===== config.mk =====
export PLATFORM = sky130hd
export DESIGN_NAME = bcd_chain_ctrl
export DESIGN_NICKNAME = d
export VERILOG_FILES = /design/src/rtl/bcd_ctrl_pkg.sv /design/src/rtl/bcd_decade.sv /design/src/rtl/bcd_chain_ctrl.sv
export SDC_FILE = /design/constraint.sdc
export NUM_CORES = 1
export LEC_CHECK = 0
export BUFFER_PORTS_ARGS = -buffer_cell sky130_fd_sc_hd__buf_2
export CORE_UTILIZATION = 52
export CTS_BUF_LIST = sky130_fd_sc_hd__clkbuf_4
export CTS_CLUSTER_SIZE = 12
export DETAILED_ROUTE_END_ITERATION = 16
export PLACE_DENSITY = 0.77
export SYNTH_ARGS = -nofsm -noshare
export SYNTH_HDL_FRONTEND = slang
export SYNTH_HIERARCHICAL = 1
export SYNTH_SLANG_ARGS = --single-unit

===== constraint.sdc =====
create_clock -name clk -period 4.43 [get_ports clk]
set_input_delay 0.886 -clock clk [delete_from_list [all_inputs] [get_ports clk]]
set_output_delay 0.886 -clock clk [all_outputs]
set_load 0.01 [all_outputs]

===== src/rtl/bcd_ctrl_pkg.sv =====
`default_nettype none
// ============================================================================
// Module  : bcd_ctrl_pkg
// Brief   : Shared state encoding and digit constants for the BCD chain controller.
// Revision: 1.0
// ============================================================================
package bcd_ctrl_pkg;

    typedef enum logic [1:0] {
        IDLE  = 2'd0,
        RUN   = 2'd1,
        PAUSE = 2'd2,
        DONE  = 2'd3
    } state_t;

    localparam int          DIGIT_W = 4;
    localparam logic [3:0]  BCD_MAX = 4'd9;

endpackage : bcd_ctrl_pkg
`default_nettype wire


===== src/rtl/bcd_decade.sv =====
`default_nettype none
// ============================================================================
// Module  : bcd_decade
// Brief   : Single BCD digit (0..9) with enable, clear and a combinational carry.
// Revision: 1.0
// ============================================================================
module bcd_decade
    import bcd_ctrl_pkg::*;
(
    input  logic               clk,
    input  logic               rst,
    input  logic               en,
    input  logic               clr,
    output logic [DIGIT_W-1:0] q,
    output logic               carry_out
);

    always_ff @(posedge clk) begin
        if (rst || clr) begin
            q <= '0;
        end else if (en) begin
            q <= (q == BCD_MAX) ? '0 : q + 4'd1;
        end
    end

    assign carry_out = en && (q == BCD_MAX);

endmodule : bcd_decade
`default_nettype wire


===== src/rtl/bcd_chain_ctrl.sv =====
`default_nettype none
// ============================================================================
// Module  : bcd_chain_ctrl
// Brief   : Run/stop FSM, tick prescaler and cascaded BCD decade chain.
//           Optional lap capture enabled by BCD_CTRL_LAP_CAPTURE_EN.
// Revision: 1.0
// ============================================================================
module bcd_chain_ctrl
    import bcd_ctrl_pkg::*;
#(
    parameter int DIGITS   = 4,
    parameter int PRESCALE = 10,
    parameter int WRAP     = 1
) (
    input  logic                      clk,
    input  logic                      rst,
    input  logic                      start,
    input  logic                      stop,
    input  logic                      clear,
    output logic [DIGIT_W*DIGITS-1:0] bcd_out,
    output logic                      running,
    output logic                      done,
    output logic                      wrap
`ifdef BCD_CTRL_LAP_CAPTURE_EN
    ,
    input  logic                      lap,
    output logic [DIGIT_W*DIGITS-1:0] lap_out,
    output logic                      lap_valid
`endif
);

    localparam int              PS_W    = (PRESCALE > 1) ? $clog2(PRESCALE) : 1;
    localparam logic [PS_W-1:0] PS_LAST = PS_W'(PRESCALE - 1);

    state_t                    r_state;
    logic [PS_W-1:0]           r_ps;
    logic                      r_running;
    logic                      r_done;
    logic                      r_wrap;
    logic [DIGIT_W*DIGITS-1:0] w_bcd;
    logic                      w_tick;
    logic                      w_all9;
    logic                      w_terminal;
    logic                      w_cnt_en;
    logic                      w_rollover;

    always_comb begin
        w_all9 = 1'b1;
        for (int i = 0; i < DIGITS; i++) begin
            if (w_bcd[DIGIT_W*i +: DIGIT_W] != BCD_MAX) w_all9 = 1'b0;
        end
    end

    assign w_tick     = (r_state == RUN) && (r_ps == PS_LAST);
    assign w_terminal = w_tick && w_all9;
    // Saturating mode freezes the chain at all-9s instead of letting it roll over.
    assign w_cnt_en   = w_tick && !(w_terminal && (WRAP == 0));

    for (genvar i = 0; i < DIGITS; i++) begin : g_digit
        logic en;
        logic carry;
        if (i == 0) begin : g_first
            assign en = w_cnt_en;
        end else begin : g_next
            assign en = g_digit[i-1].carry;
        end
        bcd_decade u_decade (
            .clk       (clk),
            .rst       (rst),
            .en        (en),
            .clr       (clear),
            .q         (w_bcd[DIGIT_W*i +: DIGIT_W]),
            .carry_out (carry)
        );
    end

    // Carry out of the top digit is exactly the all-9s -> all-0s rollover.
    assign w_rollover = g_digit[DIGITS-1].carry;

    always_ff @(posedge clk) begin
        if (rst || clear) begin
            r_state   <= IDLE;
            r_ps      <= '0;
            r_running <= 1'b0;
            r_done    <= 1'b0;
            r_wrap    <= 1'b0;
        end else begin
            r_wrap <= w_rollover;
            if (r_state == RUN) begin
                r_ps <= w_tick ? '0 : r_ps + 1'b1;
            end
            case (r_state)
                IDLE, PAUSE: begin
                    if (start && !stop) begin
                        r_state   <= RUN;
                        r_running <= 1'b1;
                    end
                end
                RUN: begin
                    if (stop) begin
                        r_state   <= PAUSE;
                        r_running <= 1'b0;
                    end else if (w_terminal && (WRAP == 0)) begin
                        r_state   <= DONE;
                        r_running <= 1'b0;
                        r_done    <= 1'b1;
                    end
                end
                default: ;
            endcase
        end
    end

    assign bcd_out = w_bcd;
    assign running = r_running;
    assign done    = r_done;
    assign wrap    = r_wrap;

`ifdef BCD_CTRL_LAP_CAPTURE_EN
    logic                      r_lap_valid;
    logic [DIGIT_W*DIGITS-1:0] r_lap_out;
    logic                      w_lap_take;

    assign w_lap_take = lap && ((r_state == RUN) || (r_state == PAUSE));

    always_ff @(posedge clk) begin
        if (rst || clear) begin
            r_lap_valid <= 1'b0;
            r_lap_out   <= '0;
        end else begin
            r_lap_valid <= w_lap_take;
            if (w_lap_take) r_lap_out <= w_bcd;
        end
    end

    assign lap_out   = r_lap_out;
    assign lap_valid = r_lap_valid;
`endif

endmodule : bcd_chain_ctrl
`default_nettype wire

==> results of run 1 <==
-- worst max-delay path by stage --
stage | from | endpoint | slack [ns] | depth (start not counted)
5_1_grt | r_ps[0] | g_digit[3].u_decade/q[1] | 0.49 | 12
2_1_floorplan | r_state[0] | g_digit[3].u_decade/q[1] | 1.34 | 12
4_1_cts | r_ps[0] | g_digit[3].u_decade/q[1] | 0.94 | 12
3_5_place_dp | r_ps[0] | g_digit[3].u_decade/q[1] | 0.99 | 12
6_report | r_ps[0] | g_digit[3].u_decade/q[1] | 0.98 | 12
3_3_place_gp | r_ps[0] | g_digit[3].u_decade/q[1] | 1.13 | 12
-- where the power goes --
part / total, mW / switching, mW / internal (mW)
registers: 0.208 / 0.000538 / 0.207
clock network: 0.101 / 0.0601 / 0.0411
logic: 0.0114 / 0.00866 / 0.00278
-- registers in the layout, indices dropped and copies added (netlist names) --
name                count
r_state                 2
wrap                    1
r_ps                    4
g_digit.u_decade/q     16
-- stage by stage --
| stage | power (mW) | instance area, um^2 |
|---|---|---|
| floorplan | 0.2175 | 1119 |
| global placement | 0.2235 | 1240 |
| detailed placement | 0.2240 | 1240 |
| CTS | 0.3262 | 1270 |
| global route | 0.3341 | 1270 |
| finish | 0.3205 | 1270 |
-- cells in the mapped netlist --
| cell type | n | area, um^2 |
|---|---|---|
| nor2b_1 | 4 | 25.02 |
| nor3b_1 | 4 | 30.03 |
| or4_1 | 1 | 7.510 |
| nor2b_2 | 4 | 35.03 |
| inv_1 | 3 | 11.26 |
| clkinvlp_2 | 1 | 5.000 |
| nand3b_1 | 1 | 7.510 |
| conb_1 | 1 | 3.750 |
| a211oi_1 | 4 | 30.03 |
| buf_4 | 1 | 7.510 |
| nand2_2 | 4 | 25.02 |
| nor3_1 | 9 | 45.04 |
| nand3_1 | 6 | 30.03 |
| nand2_1 | 7 | 26.28 |
| xor2_1 | 4 | 35.03 |
| and3b_1 | 1 | 8.760 |
| o21ai_0 | 10 | 50.05 |
| buf_6 | 1 | 11.26 |
| or2_0 | 1 | 6.260 |
| dfxtp_1 | 23 | 460.4 |
| xnor2_1 | 4 | 35.03 |
| nand2b_1 | 2 | 12.51 |
| a21oi_1 | 5 | 25.02 |
| ha_1 | 2 | 25.02 |
| a211oi_2 | 4 | 50.05 |
| and4b_2 | 4 | 45.04 |
| clkbuf_1 | 1 | 3.750 |
| or3_1 | 7 | 43.79 |
| nor2_1 | 3 | 11.26 |
| a31oi_1 | 1 | 6.260 |
-- layout make-up --
cell class                 count  area share, %
multi-input combinational     93          48.77
inverter                       4          1.281
timing repair buffer          22          8.670
clock buffer                   4          2.365
sequential                    23          36.26
tap                           27          2.660
-- worst max-delay path: cells and delay by family, from the launching register on --
kind / cells / cell delay (ns)
flip-flops: 1 / 0.41
adder cells (fa/ha/maj): 1 / 0.18
AND/OR/NAND/NOR: 10 / 2.63
AO/OA/AOI/OAI: 1 / 0.17
-- cells by family (layout without fill, tap and decap cells) --
kind of cell / after synthesis / count (layout) / share of synthesized area [%]
xor+xnor: 8 / 8 / 6.263
flops: 23 / 23 / 41.16
buf+inv: 7 / 30 / 3.467
other cells: 1 / 1 / 0.3352
fa+ha+maj: 2 / 2 / 2.237
compound gates: 24 / 24 / 14.43
simple gates: 58 / 58 / 32.10
-- metal layers --
metal  vias up  GRT usage [%]
li1        484              -
met1       422          22.49
met2        16          28.17
met3         2          4.717
met4         0          5.392
met5         -              0
==> summary.txt, run 1 <==
STA
  • Final-report hold violation count: 0
  • RSZ-0062 raised after global routing: false
  • Setup-failing EPs final: 0
  • Setup WS post-layout: roughly 0.98 ns
  • Tmin final: around 3.5 ns
  • Slew headroom: between 60% and 70%
  • Slew @ Worst Pin: around 0.53 ns
  • Max Slew Vio Count: 0
  • Setup Skew: approximately 0.0094 ns
  • Hold Worst Slack: approximately 0.50 ns
  • Tcrit/Tclk final: between 70% and 80%
  • Achievable clock frequency: 0.2897 GHz
  • Setup tns final: 0 ns

Clock network
  • Htree depth: 1
  • CTS tree: built
  • Clock Sink Count: 23
  • Post-cts sizing count: 0
  • Maximum clock insertion buffer count: 2
  • # hold bufs at CTS: 0
  • Cts bufs inserted: 3
  • Worst skew pair latency: around 0.30 ns
  • # Post-CTS Setup Buffers: 0
  • Root buf cell: clkbuf_4
  • Reg clk slew, reported paths: around 0.13 ns

Cells and area
  • Multi-input logic area: ~620 um^2
  • Most frequent cells in the layout: dfxtp_1, buf_2, o21ai_0
  • Share of layout cells above drive strength 1: between 20 and 30%
  • Antenna diodes: 0
  • Area delta synth->final: 13.53%
  • FF+latch area: around 460 um^2
  • Post-layout net count: between 150 and 200
  • Commonest non-fill, non-tap cell in the layout: dfxtp_1
  • Layout Cells excl Fill: 173
  • Fillers: slightly below 200
  • Util after Layout: 63.44%

Routing
  • DR DRC count: 0
  • First DRT Iteration DRCs: 12
  • DR vias/cell: about 5.3
  • Via Count: between 900 and 1000
  • WL/cell: roughly 11 um
  • DR WL met2: roughly 860 um
  • Met3 wire len: ~61 um
  • Antenna viol nets, final: 0
  • Routed wire length: 1.890 mm
  • Highest routing layer actually used: met4
  • M1 wire length: approximately 950 um
  • TritonRoute pass-1 iters: 4

GRT
  • GRT Total Usage: roughly 17%
  • First-pass GRT wire length: 3.256 mm
  • Remaining global-route overflow: 0
  • Vias in the first global route: 748
  • Largest net degree at the start of global routing: 18
  • Antenna violations before repair: 0

Placed design
  • Gpl congestion: 0.7136
  • PortBufs: 22
  • Hpwl dp: between 1 and 1.5 mm
  • Post-Place Setup Slack: slightly below 1 ns
  • Placed insts: about 170

Yosys
  • Avg Cell Area, Syn: 9.094 um^2
  • Sequential area share after synthesis: 41.16%
  • Yosys Warn Count: 6
  • Yosys cell types: 30
  • Syn_nets: 130
  • Post-synthesis cell count: between 100 and 150
  • #FFs+latches synth: 23
  • Mapped cell area: roughly 1100 um^2

Setup path
  • Setup Crit Path Kind: reg2reg
  • Worst EP arrival: about 3.7 ns
  • Worst r2r path cells: 12
  • Slowest stage delay, CP: 0.50 ns
  • CP Max Fanout: 5
  • Crit path launch type: register
  • R2R Path Start: r_ps[0]
  • Worst EP required: between 4 and 5 ns
  • RR Endpoint: g_digit[3].u_decade/q[1]
  • CP most frequent cell: nand2_2
  • Critical path capture point type: register
  • Critical-path cell list: ha_1, nand3b_1, nor2_1, nand2_2, nor3b_1, nand2_2, nor3b_1, nand2_2, nor3b_1, nand2_2, or3_1, a211oi_2
  • Flop-to-flop setup slack: approximately 1 ns
  • Slowest stage cell, crit path: nor3b_1

Die
  • Die Y: about 48 um
  • Core area: around 2000 um^2
  • Num rows: 16
  • I/O pin count: 24
  • Initial Utilization: between 50% and 60%
  • Die Wd: 48.38 um
  • Die area: roughly 2300 um^2

Pwr
  • P_leak: 0.4696 nW
  • Worst VDD drop: around 0.16 mV
  • P per Cell Area: around 250 nW/um^2

Min path
  • Hold path startpoint: r_ps[1]
  • Worst Hold Depth: 2
  • Hold endpoint: r_ps[1]
  • Hold Path Class: reg2reg

Run status
  • Run status: finished, final reports clean

Job
  • MaxCap Viol Count: 0
Note: power is estimated with default switching activity, not from simulation.
==> run 2: changes to the inputs <==
clock period = 3.5 ns   (was 4.43 ns; I/O delays follow)
==> summary.txt, run 2 (synthesis results as in run 1) <==
Routing
  • WL/cell: 11.10 um (+1.6%)
  • DR vias/cell: 5.264 (-1.4%)
  • Via Count: 916 (-0.87%)
  • TritonRoute pass-1 iters: 4 (unchanged)
  • Routed wire length: 1.931 mm (+2.2%)
  • DR DRC count: 0 (unchanged)
  • First DRT Iteration DRCs: 10 (-2)
  • Antenna viol nets, final: 0 (unchanged)

Clock network
  • Cts bufs inserted: 3 (unchanged)
  • Root buf cell: clkbuf_4
  • # hold bufs at CTS: 0 (unchanged)
  • Htree depth: 1 (unchanged)
  • Maximum clock insertion buffer count: 2 (unchanged)
  • Worst skew pair latency: 0.30 ns (about the same)
  • Clock Sink Count: 23 (unchanged)
  • Reg clk slew, reported paths: 0.12 ns (about the same)
  • CTS tree: built

Setup path
  • Slowest stage delay, CP: 0.49 ns (about the same)
  • Critical-path cell list: ha_1, nand3b_1, nor2_1, nand2_2, nor3b_2, nand2_2, nor3b_1, nand2_2, nor3b_1, nand2_2, or3_1, a211oi_2
  • Setup Crit Path Kind: reg2reg
  • Crit path launch type: register
  • Slowest stage cell, crit path: nor3b_1
  • Cell family with most CP delay: simple AND/OR/NAND/NOR gates
  • CP most frequent cell: nand2_2
  • CP Max Fanout: 5 (unchanged)
  • Critical path buffers and inverters: 0 (unchanged)
  • Worst EP arrival: 3.38 ns (-0.30 ns)
  • Worst EP required: 3.73 ns (-0.93 ns)
  • Critical path capture point type: register

Die
  • Initial Utilization: 55.88% (unchanged)
  • Die Wd: 48.38 um (unchanged)
  • Die Y: 48.38 um (unchanged)
  • I/O pin count: 24 (unchanged)
  • Num rows: 16 (unchanged)
  • Die area: 2341 um^2 (unchanged)
  • Core area: 2002 um^2 (unchanged)

GRT
  • Vias in the first global route: 789 (+5.5%)
  • Antenna violations before repair: 0 (unchanged)
  • First-pass GRT wire length: 3.387 mm (+4.0%)
  • Remaining global-route overflow: 0 (unchanged)
  • Largest net degree at the start of global routing: 18 (unchanged)
  • GRT Total Usage: 17.99% (+0.63 points)

Pwr
  • P per Cell Area: 314.0 nW/um^2 (+24%)
  • Combinational share of power: 3.5% (about the same)
  • P_leak: 0.4751 nW (+1.2%)
  • Sequential share of power: 65.3% (+0.5 points)
  • Int Pwr: 0.3179 mW (+27%)
  • Switch share: 21.05% (-0.57 points)
  • Worst VDD drop: 0.2175 mV (+38%)
  • Sw power: 0.08477 mW (+22%)
  • Power share of the clock group: 31.2% (-0.4 points)

Cells and area
  • Largest regs: g_digit.u_decade/q x16, r_ps x4, r_state x2
  • Max reg flops: 16 (unchanged)
  • Post-layout net count: 155 (+0.65%)
  • Commonest non-fill, non-tap cell in the layout: dfxtp_1
  • Most frequent cells in the layout: dfxtp_1, buf_2, o21ai_0
  • Antenna diodes: 0 (unchanged)
  • Share of layout cells above drive strength 1: 30.61% (+1.2 points)
  • Area delta synth->final: 14.65%
  • Most flops, register: g_digit.u_decade/q

Min path
  • Hold Path Class: reg2reg

STA
  • Achievable clock frequency: 0.3173 GHz (+9.5%)
  • Tmin final: 3.151 ns (-0.3003 ns)
  • Setup-failing EPs final: 0 (unchanged)
  • Setup Skew: 0.0009247 ns (-0.008503 ns)
  • Slew headroom: 64.61% (+0.16 points)
  • Tcrit/Tclk final: 90.04% (+12 points)
  • RSZ-0062 raised after global routing: false
  • Setup tns final: 0 ns (unchanged)
  • Hold Worst Slack: 0.4940 ns (-0.005804 ns)
  • Max Slew Vio Count: 0 (unchanged)
  • Final-report hold violation count: 0 (unchanged)
  • Slew @ Worst Pin: 0.5297 ns (-0.002450 ns)

Placed design
  • Hpwl dp: 1.386 mm (+3.8%)
  • Gpl congestion: 0.7434 (+4.2%)
  • PortBufs: 22 (unchanged)

Job
  • MaxCap Viol Count: 0 (unchanged)

Run status
  • Run status: finished, final reports clean
## run 2: final timing paths
kind	startpoint	to	slack, ns	cells after the start
setup / recovery	r_ps[0]	g_digit[3].u_decade/q[1]	0.35	12
hold / removal	r_ps[1]	r_ps[1]	0.49	2
setup reg to reg	r_ps[0]	g_digit[3].u_decade/q[1]	0.35	12
hold reg to reg	r_ps[1]	r_ps[1]	0.49	2
## run 2: routing by layer
metal  global-route usage [%]  share of wire, %  vias to the layer above
met1                    22.38                48                      413
met5                        0                 0                        -
li1                         -                 -                      485
met4                    4.412              0.78                        0
met2                    31.69                48                       16
met3                    3.774               3.1                        2
## run 2: area by class of cell
| class | instances | area [um^2] |
|---|---|---|
| inverter | 4 | 16.27 |
| multi-input combinational | 93 | 624.3 |
| tap | 27 | 33.78 |
| fill | 175 | 719.4 |
| sequential | 23 | 460.4 |
| clock buffer | 4 | 30.03 |
| timing repair buffer | 23 | 117.6 |
## run 2: tightest hold or removal path, delay by kind of cell, from the launching register on
family,cells,cell delay (ns)
AND/OR/NAND/NOR,1,0.06
flip-flops,1,0.35
AO/OA/AOI/OAI,1,0.05
## run 2: repair_timing
item	CTS	global route
setup endpoints to repair	0	4
endpoints found under the hold margin	0	0
gates resized for setup	0	1
buffers inserted	0	0
## run 2: power groups by stage
stage / registers, mW / clock network (mW) / logic, mW
after global placement: 0.269 / 0 / 0.0143
after CTS: 0.263 / 0.131 / 0.0144
after floorplan: 0.269 / 0 / 0.00634
after global routing: 0.263 / 0.140 / 0.0162
final: 0.263 / 0.125 / 0.0142
after detailed placement: 0.269 / 0 / 0.0144
## run 2: per-stage QoR
step | instances | utilization (%) | setup slack, ns | area [um^2] | total power [mW]
floorplan | 123 | - | 0.4127 | 1119 | 0.2753
global placement | 170 | 62.31 | 0.3561 | 1247 | 0.2831
detailed placement | 170 | 62.31 | 0.2147 | 1247 | 0.2833
CTS | 174 | 63.81 | 0.1705 | 1277 | 0.4081
global route | 174 | 64.06 | 0.02360 | 1282 | 0.4199
finish | 174 | 64.06 | 0.3487 | 1282 | 0.4027
==> run 3: changes to the inputs <==
BUFFER_PORTS_ARGS = not set   (was -buffer_cell sky130_fd_sc_hd__buf_2)
DONT_BUFFER_PORTS = 1   (was not set)
PLACE_DENSITY = 0.67   (was 0.77)
==> summary.txt, run 3 (synthesis results as in run 1) <==
STA
  • Setup Skew: 0.004644 ns (+0.003719 ns)
  • Tcrit/Tclk final: 90.64% (+0.60 points)
  • Achievable clock frequency: 0.3152 GHz (-0.66%)
  • RSZ-0062 raised after global routing: false
  • Setup-failing EPs final: 0 (unchanged)
  • Slew @ Worst Pin: 0.5487 ns (+0.01899 ns)
  • Slew headroom: 63.34% (-1.3 points)
  • Setup tns final: 0 ns (unchanged)
  • Tmin final: 3.172 ns (+0.02101 ns)
  • Final-report hold violation count: 0 (unchanged)
  • Max Slew Vio Count: 0 (unchanged)

Cells and area
  • Most flops, register: g_digit.u_decade/q
  • Largest regs: g_digit.u_decade/q x16, r_ps x4, r_state x2
  • Area delta synth->final: 5.034%
  • Post-layout net count: 134 (-14%)
  • Max reg flops: 16 (unchanged)
  • Commonest non-fill, non-tap cell in the layout: dfxtp_1
  • Util after Layout: 58.69% (-5.4 points)
  • Share of layout cells above drive strength 1: 18.25% (-12 points)
  • Layout Cells excl Fill: 153 (-12%)
  • Antenna diodes: 0 (unchanged)
  • Most frequent cells in the layout: dfxtp_1, o21ai_0, nor3_1
  • Fillers: 179 (+2.3%)

Pwr
  • Int Pwr: 0.3163 mW (-0.51%)
  • P_leak: 0.3642 nW (-23%)
  • Pwr Total: 0.3935 mW (-2.3%)
  • Switch share: 19.62% (-1.4 points)
  • Combinational share of power: 1.3% (-2.2 points)
  • Worst VDD drop: 0.1952 mV (-10%)
  • Sw power: 0.07722 mW (-8.9%)
  • P per Cell Area: 334.9 nW/um^2 (+6.7%)
  • Sequential share of power: 66.9% (+1.6 points)
  • Power share of the clock group: 31.8% (+0.6 points)

Setup path
  • Slowest stage delay, CP: 0.49 ns (about the same)
  • Critical-path cell list: nand2b_1, nor2_1, nand2_2, nor3b_1, buf_4, nand2_2, nor3b_1, buf_4, nand2_2, nor3b_1, nand2_2, or3_1, a211oi_2
  • Critical path buffers and inverters: 2 (+2)
  • Cell family with most CP delay: simple AND/OR/NAND/NOR gates
  • Setup Crit Path Kind: reg2reg
  • CP most frequent cell: nand2_2
  • Worst EP arrival: 3.40 ns (+0.02 ns)
  • CP Max Fanout: 9 (+4)
  • Critical path capture point type: register
  • Slowest stage cell, crit path: nor3b_1
  • Crit path launch type: register
  • Worst EP required: 3.73 ns (about the same)
  • Flop-to-flop setup slack: 0.33 ns (-0.02 ns)

Routing
  • First DRT Iteration DRCs: 4 (-6)
  • Highest routing layer actually used: met4
  • DR vias/cell: 5.497 (+4.4%)
  • Routed wire length: 1.859 mm (-3.7%)
  • Met3 wire len: 52 um (-12%)
  • M1 wire length: 946 um (+2.5%)
  • DR DRC count: 0 (unchanged)
  • Via Count: 841 (-8.2%)
  • WL/cell: 12.15 um (+9.5%)
  • Antenna viol nets, final: 0 (unchanged)
  • DR WL met2: 845 um (-9.3%)
  • TritonRoute pass-1 iters: 4 (unchanged)

Clock network
  • Root buf cell: clkbuf_4
  • CTS tree: built
  • # Post-CTS Setup Buffers: 0 (unchanged)
  • # hold bufs at CTS: 0 (unchanged)
  • Maximum clock insertion buffer count: 2 (unchanged)
  • Worst skew pair latency: 0.30 ns (about the same)
  • Post-cts sizing count: 0 (unchanged)
  • Cts bufs inserted: 3 (unchanged)
  • Clock Sink Count: 23 (unchanged)
  • Htree depth: 1 (unchanged)
  • Reg clk slew, reported paths: 0.12 ns (about the same)

Die
  • Die Wd: 48.38 um (unchanged)
  • Num rows: 16 (unchanged)
  • Die area: 2341 um^2 (unchanged)
  • Initial Utilization: 55.88% (unchanged)
  • I/O pin count: 24 (unchanged)
  • Die Y: 48.38 um (unchanged)
  • Core area: 2002 um^2 (unchanged)

Placed design
  • Placed insts: 149 (-12%)
  • Hpwl dp: 1.249 mm (-9.9%)
  • Gpl congestion: 0.8325 (+12%)
  • PortBufs: 0 (-100%)

GRT
  • First-pass GRT wire length: 3.160 mm (-6.7%)
  • Remaining global-route overflow: 0 (unchanged)
  • Largest net degree at the start of global routing: 18 (unchanged)
  • Antenna violations before repair: 0 (unchanged)
  • GRT Total Usage: 17.12% (-0.87 points)
  • Vias in the first global route: 737 (-6.6%)

Run status
  • Run status: finished, final reports clean

Min path
  • Hold Path Class: in2reg

Job
  • MaxCap Viol Count: 0 (unchanged)
[run 3: cell count changes in the layout (fill, tap and decap cells not counted)]
cell | before | now
buf_2 | 22 | 0
buf_4 | 1 | 2
nor3b_1 | 3 | 4
nor3b_2 | 1 | 0
[run 3: cell type report]
cell class	count	area (um^2)	share of cell area [%]
clock buffer	4	30.03	2.556
multi-input combinational	93	619.3	52.72
tap	27	33.78	2.875
inverter	4	16.27	1.384
sequential	23	460.4	39.19
timing repair buffer	2	15.01	1.278
[run 3: layer usage]
layer  GRT usage, %  up-vias
li1               -      444
met1          22.18      383
met2          27.00       12
met3          3.459        2
met4          8.824        0
met5              0        -
[run 3: metrics by stage]
step	setup slack [ns]	hold WS [ns]	area, um^2
after global routing	0.07614	0.4171	1175
after detailed placement	0.3829	0.4838	1145
final	0.3277	0.4454	1175
after floorplan	0.4127	0.4615	1119
after global placement	0.4241	0.4771	1145
after CTS	0.3385	0.4258	1175
[run 3: power by group through the flow]
| stage | logic, mW | clock network, mW | registers [mW] |
|---|---|---|---|
| floorplan | 0.00634 | 0 | 0.269 |
| global placement | 0.00508 | 0 | 0.269 |
| detailed placement | 0.00528 | 0 | 0.269 |
| CTS | 0.00535 | 0.135 | 0.263 |
| global route | 0.00614 | 0.141 | 0.264 |
| finish | 0.00525 | 0.125 | 0.263 |
[run 3: worst paths after layout]
path / from / end / depth (start not counted)
setup reg to reg: r_state[0] / g_digit[3].u_decade/q[1] / 13
setup / recovery: r_state[0] / g_digit[3].u_decade/q[1] / 13
hold / removal: rst / g_digit[3].u_decade/q[1] / 1
hold reg to reg: r_ps[1] / r_ps[1] / 2
[run 3: worst reg2reg max path, cell delays in order (launching register included)]
cell,delay (ns)
dfxtp_1,0.45
nand2b_1,0.21
nor2_1,0.31
nand2_2,0.11
nor3b_1,0.21
buf_4,0.16
nand2_2,0.06
nor3b_1,0.20
buf_4,0.16
nand2_2,0.06
nor3b_1,0.49
nand2_2,0.14
or3_1,0.35
a211oi_2,0.18
